File: config.mk
export PLATFORM = sky130hd
export DESIGN_NAME = dispense_cmd_initiator
export DESIGN_NICKNAME = d
export VERILOG_FILES = /design/src/rtl/dispense_cmd_initiator.sv
export SDC_FILE = /design/constraint.sdc
export NUM_CORES = 1
export LEC_CHECK = 0
export CAP_MARGIN = 20
export CORE_MARGIN = 1.5
export CORE_UTILIZATION = 30
export DETAILED_ROUTE_END_ITERATION = 6
export GPL_TIMING_DRIVEN = 0
export PLACE_DENSITY = 0.58
export SYNTH_ARGS = -nofsm -noshare
export SYNTH_HDL_FRONTEND = slang
export SYNTH_SLANG_ARGS = --single-unit
File: constraint.sdc
create_clock -name clk -period 2.3 [get_ports clk]
set_input_delay 0.23 -clock clk [delete_from_list [all_inputs] [get_ports clk]]
set_output_delay 0.23 -clock clk [all_outputs]
set_load 0.1 [all_outputs]
File: src/rtl/dispense_cmd_initiator.sv
// Command-issuing end of the parallel motor-command interface: latches one request,
// drives the data lines and runs a 4-phase handshake. Optional macro: HS_RETRY_EN.
module dispense_cmd_initiator #(
  parameter int unsigned SETUP_CYCLES     = 4,
  parameter int unsigned TIMEOUT_CYCLES   = 2000000,
  parameter int unsigned TEST_HOLD_CYCLES = 1040000,
  parameter int unsigned CNT_W            = 21
) (
  input  logic       clk,
  input  logic       rst,
  input  logic       req_valid,
  output logic       req_ready,
  input  logic       req_mode,
  input  logic [2:0] req_test,
  input  logic [1:0] req_amount,
  input  logic       handshake_in,
  output logic [2:0] cmd_state,
  output logic [1:0] cmd_amount,
  output logic       cmd_flag,
  output logic       busy,
  output logic       done,
  output logic       timeout
);

  typedef enum logic [2:0] {
    S_IDLE    = 3'd0,
    S_SETUP   = 3'd1,
    S_ASSERT  = 3'd2,
    S_RELEASE = 3'd3,
    S_ABORT   = 3'd4,
    S_TEST    = 3'd5
  } state_e;

  // Counter value seen in the last cycle of each timed window
  localparam logic [CNT_W-1:0] SETUP_LAST = CNT_W'(SETUP_CYCLES - 1);
  localparam logic [CNT_W-1:0] TO_LAST    = CNT_W'(TIMEOUT_CYCLES - 1);
  localparam logic [CNT_W-1:0] HOLD_LAST  = CNT_W'(TEST_HOLD_CYCLES - 1);
  localparam logic [CNT_W-1:0] CNT_MAX    = '1;

  state_e           state_q, state_d;
  logic [CNT_W-1:0] cnt_q, cnt_d;
  logic             hs_meta_q, hs_s_q;
  logic [2:0]       test_q, test_d;
  logic [1:0]       amount_q, amount_d;
  logic             done_d, timeout_d;
  logic             req_ready_q, busy_q, done_q, timeout_q, cmd_flag_q;
  logic [2:0]       cmd_state_q;
  logic [1:0]       cmd_amount_q;
`ifdef HS_RETRY_EN
  logic             retry_q, retry_d;
`endif

  assign req_ready  = req_ready_q;
  assign busy       = busy_q;
  assign done       = done_q;
  assign timeout    = timeout_q;
  assign cmd_flag   = cmd_flag_q;
  assign cmd_state  = cmd_state_q;
  assign cmd_amount = cmd_amount_q;

  // Two-flop synchronizer for the responder handshake
  always_ff @(posedge clk or posedge rst) begin
    if (rst) begin
      hs_meta_q <= 1'b0;
      hs_s_q    <= 1'b0;
    end else begin
      hs_meta_q <= handshake_in;
      hs_s_q    <= hs_meta_q;
    end
  end

  always_comb begin
    state_d   = state_q;
    cnt_d     = (cnt_q == CNT_MAX) ? cnt_q : cnt_q + CNT_W'(1);
    test_d    = test_q;
    amount_d  = amount_q;
    done_d    = 1'b0;
    timeout_d = 1'b0;
`ifdef HS_RETRY_EN
    retry_d   = retry_q;
`endif
    case (state_q)
      S_IDLE: begin
`ifdef HS_RETRY_EN
        retry_d = 1'b0;
`endif
        if (req_valid && req_ready_q) begin
          test_d   = req_test;
          amount_d = req_amount;
          state_d  = req_mode ? S_SETUP : S_TEST;
        end
      end
      S_SETUP: begin
        if ((cnt_q >= SETUP_LAST) && !hs_s_q) begin
          state_d = S_ASSERT;
        end else if (cnt_q >= TO_LAST) begin
          timeout_d = 1'b1;
          state_d   = S_ABORT;
        end
      end
      S_ASSERT: begin
        // A handshake seen in the expiry cycle takes priority over the timeout
        if (hs_s_q) begin
          state_d = S_RELEASE;
        end else if (cnt_q >= TO_LAST) begin
`ifdef HS_RETRY_EN
          if (!retry_q) begin
            retry_d = 1'b1;
            state_d = S_SETUP;
          end else begin
            timeout_d = 1'b1;
            state_d   = S_ABORT;
          end
`else
          timeout_d = 1'b1;
          state_d   = S_ABORT;
`endif
        end
      end
      S_RELEASE: begin
        if (!hs_s_q) begin
          done_d  = 1'b1;
          state_d = S_IDLE;
        end else if (cnt_q >= TO_LAST) begin
          timeout_d = 1'b1;
          state_d   = S_IDLE;
        end
      end
      S_ABORT: state_d = S_IDLE;
      S_TEST: begin
        if (cnt_q >= HOLD_LAST) begin
          done_d  = 1'b1;
          state_d = S_IDLE;
        end
      end
      default: state_d = S_IDLE;
    endcase
    if (state_d != state_q) cnt_d = '0;
  end

  // State, counter, latched request and outputs registered from the next state
  always_ff @(posedge clk or posedge rst) begin
    if (rst) begin
      state_q      <= S_IDLE;
      cnt_q        <= '0;
      test_q       <= 3'b000;
      amount_q     <= 2'b00;
      req_ready_q  <= 1'b1;
      busy_q       <= 1'b0;
      done_q       <= 1'b0;
      timeout_q    <= 1'b0;
      cmd_flag_q   <= 1'b0;
      cmd_state_q  <= 3'b000;
      cmd_amount_q <= 2'b00;
`ifdef HS_RETRY_EN
      retry_q      <= 1'b0;
`endif
    end else begin
      state_q      <= state_d;
      cnt_q        <= cnt_d;
      test_q       <= test_d;
      amount_q     <= amount_d;
      req_ready_q  <= (state_d == S_IDLE);
      busy_q       <= (state_d != S_IDLE);
      done_q       <= done_d;
      timeout_q    <= timeout_d;
      cmd_flag_q   <= (state_d == S_ASSERT);
      cmd_state_q  <= (state_d == S_TEST) ? test_d : 3'b000;
      cmd_amount_q <= ((state_d == S_SETUP) || (state_d == S_ASSERT) ||
                       (state_d == S_RELEASE)) ? amount_d : 2'b00;
`ifdef HS_RETRY_EN
      retry_q      <= retry_d;
`endif
    end
  end

endmodule

==> flow_metrics.tcl <==
set metrics [dict create \
    worstMarginPinSlew_ns 0.964 \
    die_y_um 89.6 \
    grt_usage_pct 13.7 \
    cts_hold_buffers 0 \
    cts_tree "yes" \
    root_buffer "clkbuf_8" \
    synth_top_family_by_area "compound AO/OA/AOI/OAI gates" \
    gp_congestion 0.844 \
    slew-limit-headroom_pct 35.5 \
    holdCritPathClass "reg -> reg" \
    place_hpwl_mm 3.42 \
    synth_top_area_cell "dfrtp_1" \
    seqPwrFrac_pct 57.7 \
    numPortBuffers 19 \
    synth-adder-area-share_pct 0.556 \
    maxCapViolCount 0 \
    synth.top_cells.by_area "dfrtp_1 (44%), a211oi_1 (7.3%), xnor2_1 (4.3%)" \
    dieArea_um2 8030 \
    diodes 0 \
    drc 0 \
    wl_per_cell_um 14.9 \
    top_layer "met4" \
    p_clk_share_pct 39.6 \
    first_iter_violations 139 \
    fmax_mhz 446 \
    place_ws_ns -0.232 \
    final_nets 263 \
    gr-total-overflow 0 \
    clock_latency_ns 0.30 \
    crit_required_ns 2.48 \
    ys_top_cells_by_count "dfrtp_1 (40), a211oi_1 (22), nand2_1 (12), nor2_1 (12), xnor2_1 (11)" \
    clockBufferDepth 2 \
    num_rows 31 \
    finalSetupViolCount 0 \
    synth_mux_area_share_pct 2.95 \
    synthArstFlopShare_pct 100 \
    synth_ff_type "dfrtp_1" \
    placed_cells 330 \
    cts_made_buffers 5 \
    period_minus_slack_ns 2.24 \
    yosys_warnings 0 \
    min_period_over_period_pct 97.6 \
    setup_ws_ns 0.0559 \
    whs_ns 0.353 \
    io_pins 20 \
    crit_path_max_fanout 5 \
    wl_mm 5.24 \
    synth_cells 212 \
    hold_viol 0 \
    drive_gt1_share_pct 29.6 \
    yosysTopAreaCellShare_pct 44.5 \
    report.final.slew_viol_count 0 \
    fillers 727 \
    power.switching_mw 0.274 \
    vias 1793 \
    fin_tns_setup_ns 0 \
    drt-pass1-iter-count 4 \
    avgSynthCellArea_um2 10.6 \
    power.leakage_nw 1.12 \
    p_sw_share_pct 21.8 \
    synth_xor_area_share_pct 6.61 \
    fin_skew_ns 0.00990 \
    synth-edff-count 0 \
    area_growth_pct 28.3 \
    synth_simple_gate_area_share_pct 19.9 \
    synth_most_common_cell "dfrtp_1" \
    ys_types 56 \
    coreArea_um2 7250 \
    p_int_mw 0.982 \
    wl_met1_mm 2.50 \
    wl_met3_um 210 \
    drt-vias-per-instance 5.09 \
    grt_pass1_wl_mm 8.26 \
    stdcell_count 352 \
    syn_nets 223 \
    p_comb_share_pct 2.8 \
    criticalPathCategory "reg -> reg" \
    die_x_um 89.6 \
    status "complete, no violations" \
    route.met2.wl_mm 2.41 \
    grt_max_degree 42 \
    power_per_cell_area_nw_per_um2 435 \
    clkSinkCount 41 \
    crit_chain "nor4_4 > nand2_2 > o311a_4 > a211o_4 > o22ai_4 > buf_6 > a211oi_1" \
    ys_seq_area_share_pct 45.6 \
    antenna_left 0 \
    netlist_area_um2 2250 \
    endpoint_kind "register" \
    cp.arrival_ns 2.42 \
    cp_slowest_stage_delay_ns 0.45 \
    peakVddDrop_v 0.000186 \
    cp-start-kind "register" \
    htree_num_levels 2 \
    start_util_pct 31.0 \
    cts.clk_slew.worst_paths_ns 0.07 \
    grt_pass1_vias 1674 \
    synth_compound_area_share_pct 20.7 \
    cp_slowest_cell "dfrtp_2" \
    rsz0062_at_grt "true" \
    synth_seq_cells 41 \
    antenna_found_initial 0 \
]
[power by group through the flow]
stage,registers (mW),logic [mW],clock network [mW]
3_3_place_gp,0.738,0.0358,0
6_report,0.724,0.0345,0.497
5_1_grt,0.724,0.0390,0.544
3_5_place_dp,0.738,0.0362,0
4_1_cts,0.724,0.0364,0.516
2_1_floorplan,0.738,0.0150,0
[layout by cell type (no fill, tap or decap), types with 3 or more instances in the layout]
master,count
mux2_2,5
buf_4,13
or3_1,6
nor3_1,3
nand2_1,11
buf_6,4
o21ai_0,3
xnor2_1,11
nand3_1,8
nand4_1,5
nor2_1,9
a211oi_1,19
inv_1,8
and3_1,4
clkbuf_8,6
clkdlybuf4s50_1,19
xor2_1,6
a21o_1,3
a21oi_1,5
a211oi_2,6
nor2b_1,4
dfrtp_2,4
dfrtp_1,36
or2_2,4
[worst paths after layout]
path                       startpoint   endpoint  slack [ns]  cells after the start
max                         cnt_q[12]   cnt_q[8]        0.06                      7
min                         hs_meta_q     hs_s_q        0.35                      0
max reg2reg                 cnt_q[12]   cnt_q[8]        0.06                      7
min reg2reg                 hs_meta_q     hs_s_q        0.35                      0
max in group asynchronous         rst   cnt_q[7]        1.30                      2
min in group asynchronous         rst  cnt_q[13]        0.42                      2
[cell families after synthesis]
kind of cell | count (synthesis)
mux | 6
compound gates | 56
buf+inv | 17
simple gates | 74
xor+xnor | 17
fa+ha+maj | 1
flops | 41
[metal layers]
metal  up-vias  GRT usage, %
li1        882             -
met4         0          5.87
met3        12          3.93
met5         -             0
met2        39          19.4
met1       860          19.4
[per-stage QoR]
step | utilization, % | power [mW] | instance area [um2]
5_1_grt | 39.8 | 1.31 | 2890
2_1_floorplan | - | 0.753 | 2250
3_3_place_gp | 35.4 | 0.774 | 2560
4_1_cts | 37.2 | 1.28 | 2700
3_5_place_dp | 35.4 | 0.774 | 2560
6_report | 39.8 | 1.26 | 2890
[critical path, delay by kind of cell (launching register included)]
kind                   cells  cell delay [ns]
AO/OA/AOI/OAI              4             1.01
buffers and inverters      1             0.18
flip-flops                 1             0.45
AND/OR/NAND/NOR            2             0.48
[cell type report]
type	count	area [um2]	share of cell area, %
Sequential cell	41	1030	35.7
Clock inverter	1	7.51	0.260
Buffer	7	51.3	1.78
Clock buffer	7	86.3	2.99
Inverter	10	37.5	1.30
Tap cell	99	124	4.29
Timing Repair Buffer	33	303	10.5
Multi-Input combinational cell	154	1250	43.2
[repair_timing]
| item | 4_1_cts | 5_1_grt |
|---|---|---|
| gates resized for setup | 5 | 32 |
| gates cloned | 0 | 2 |
| setup endpoints to repair | 21 | 21 |
| buffers inserted | 2 | 10 |
| pin swaps | 3 | 6 |
[state kept, by name (all words and copies together) (netlist names), 2 cells and up]
name,flops
test_q,3
cmd_state,3
cmd_amount,2
amount_q,2
state_q,3
cnt_q,21
No activity file was read; power rests on OpenSTA's default activity.
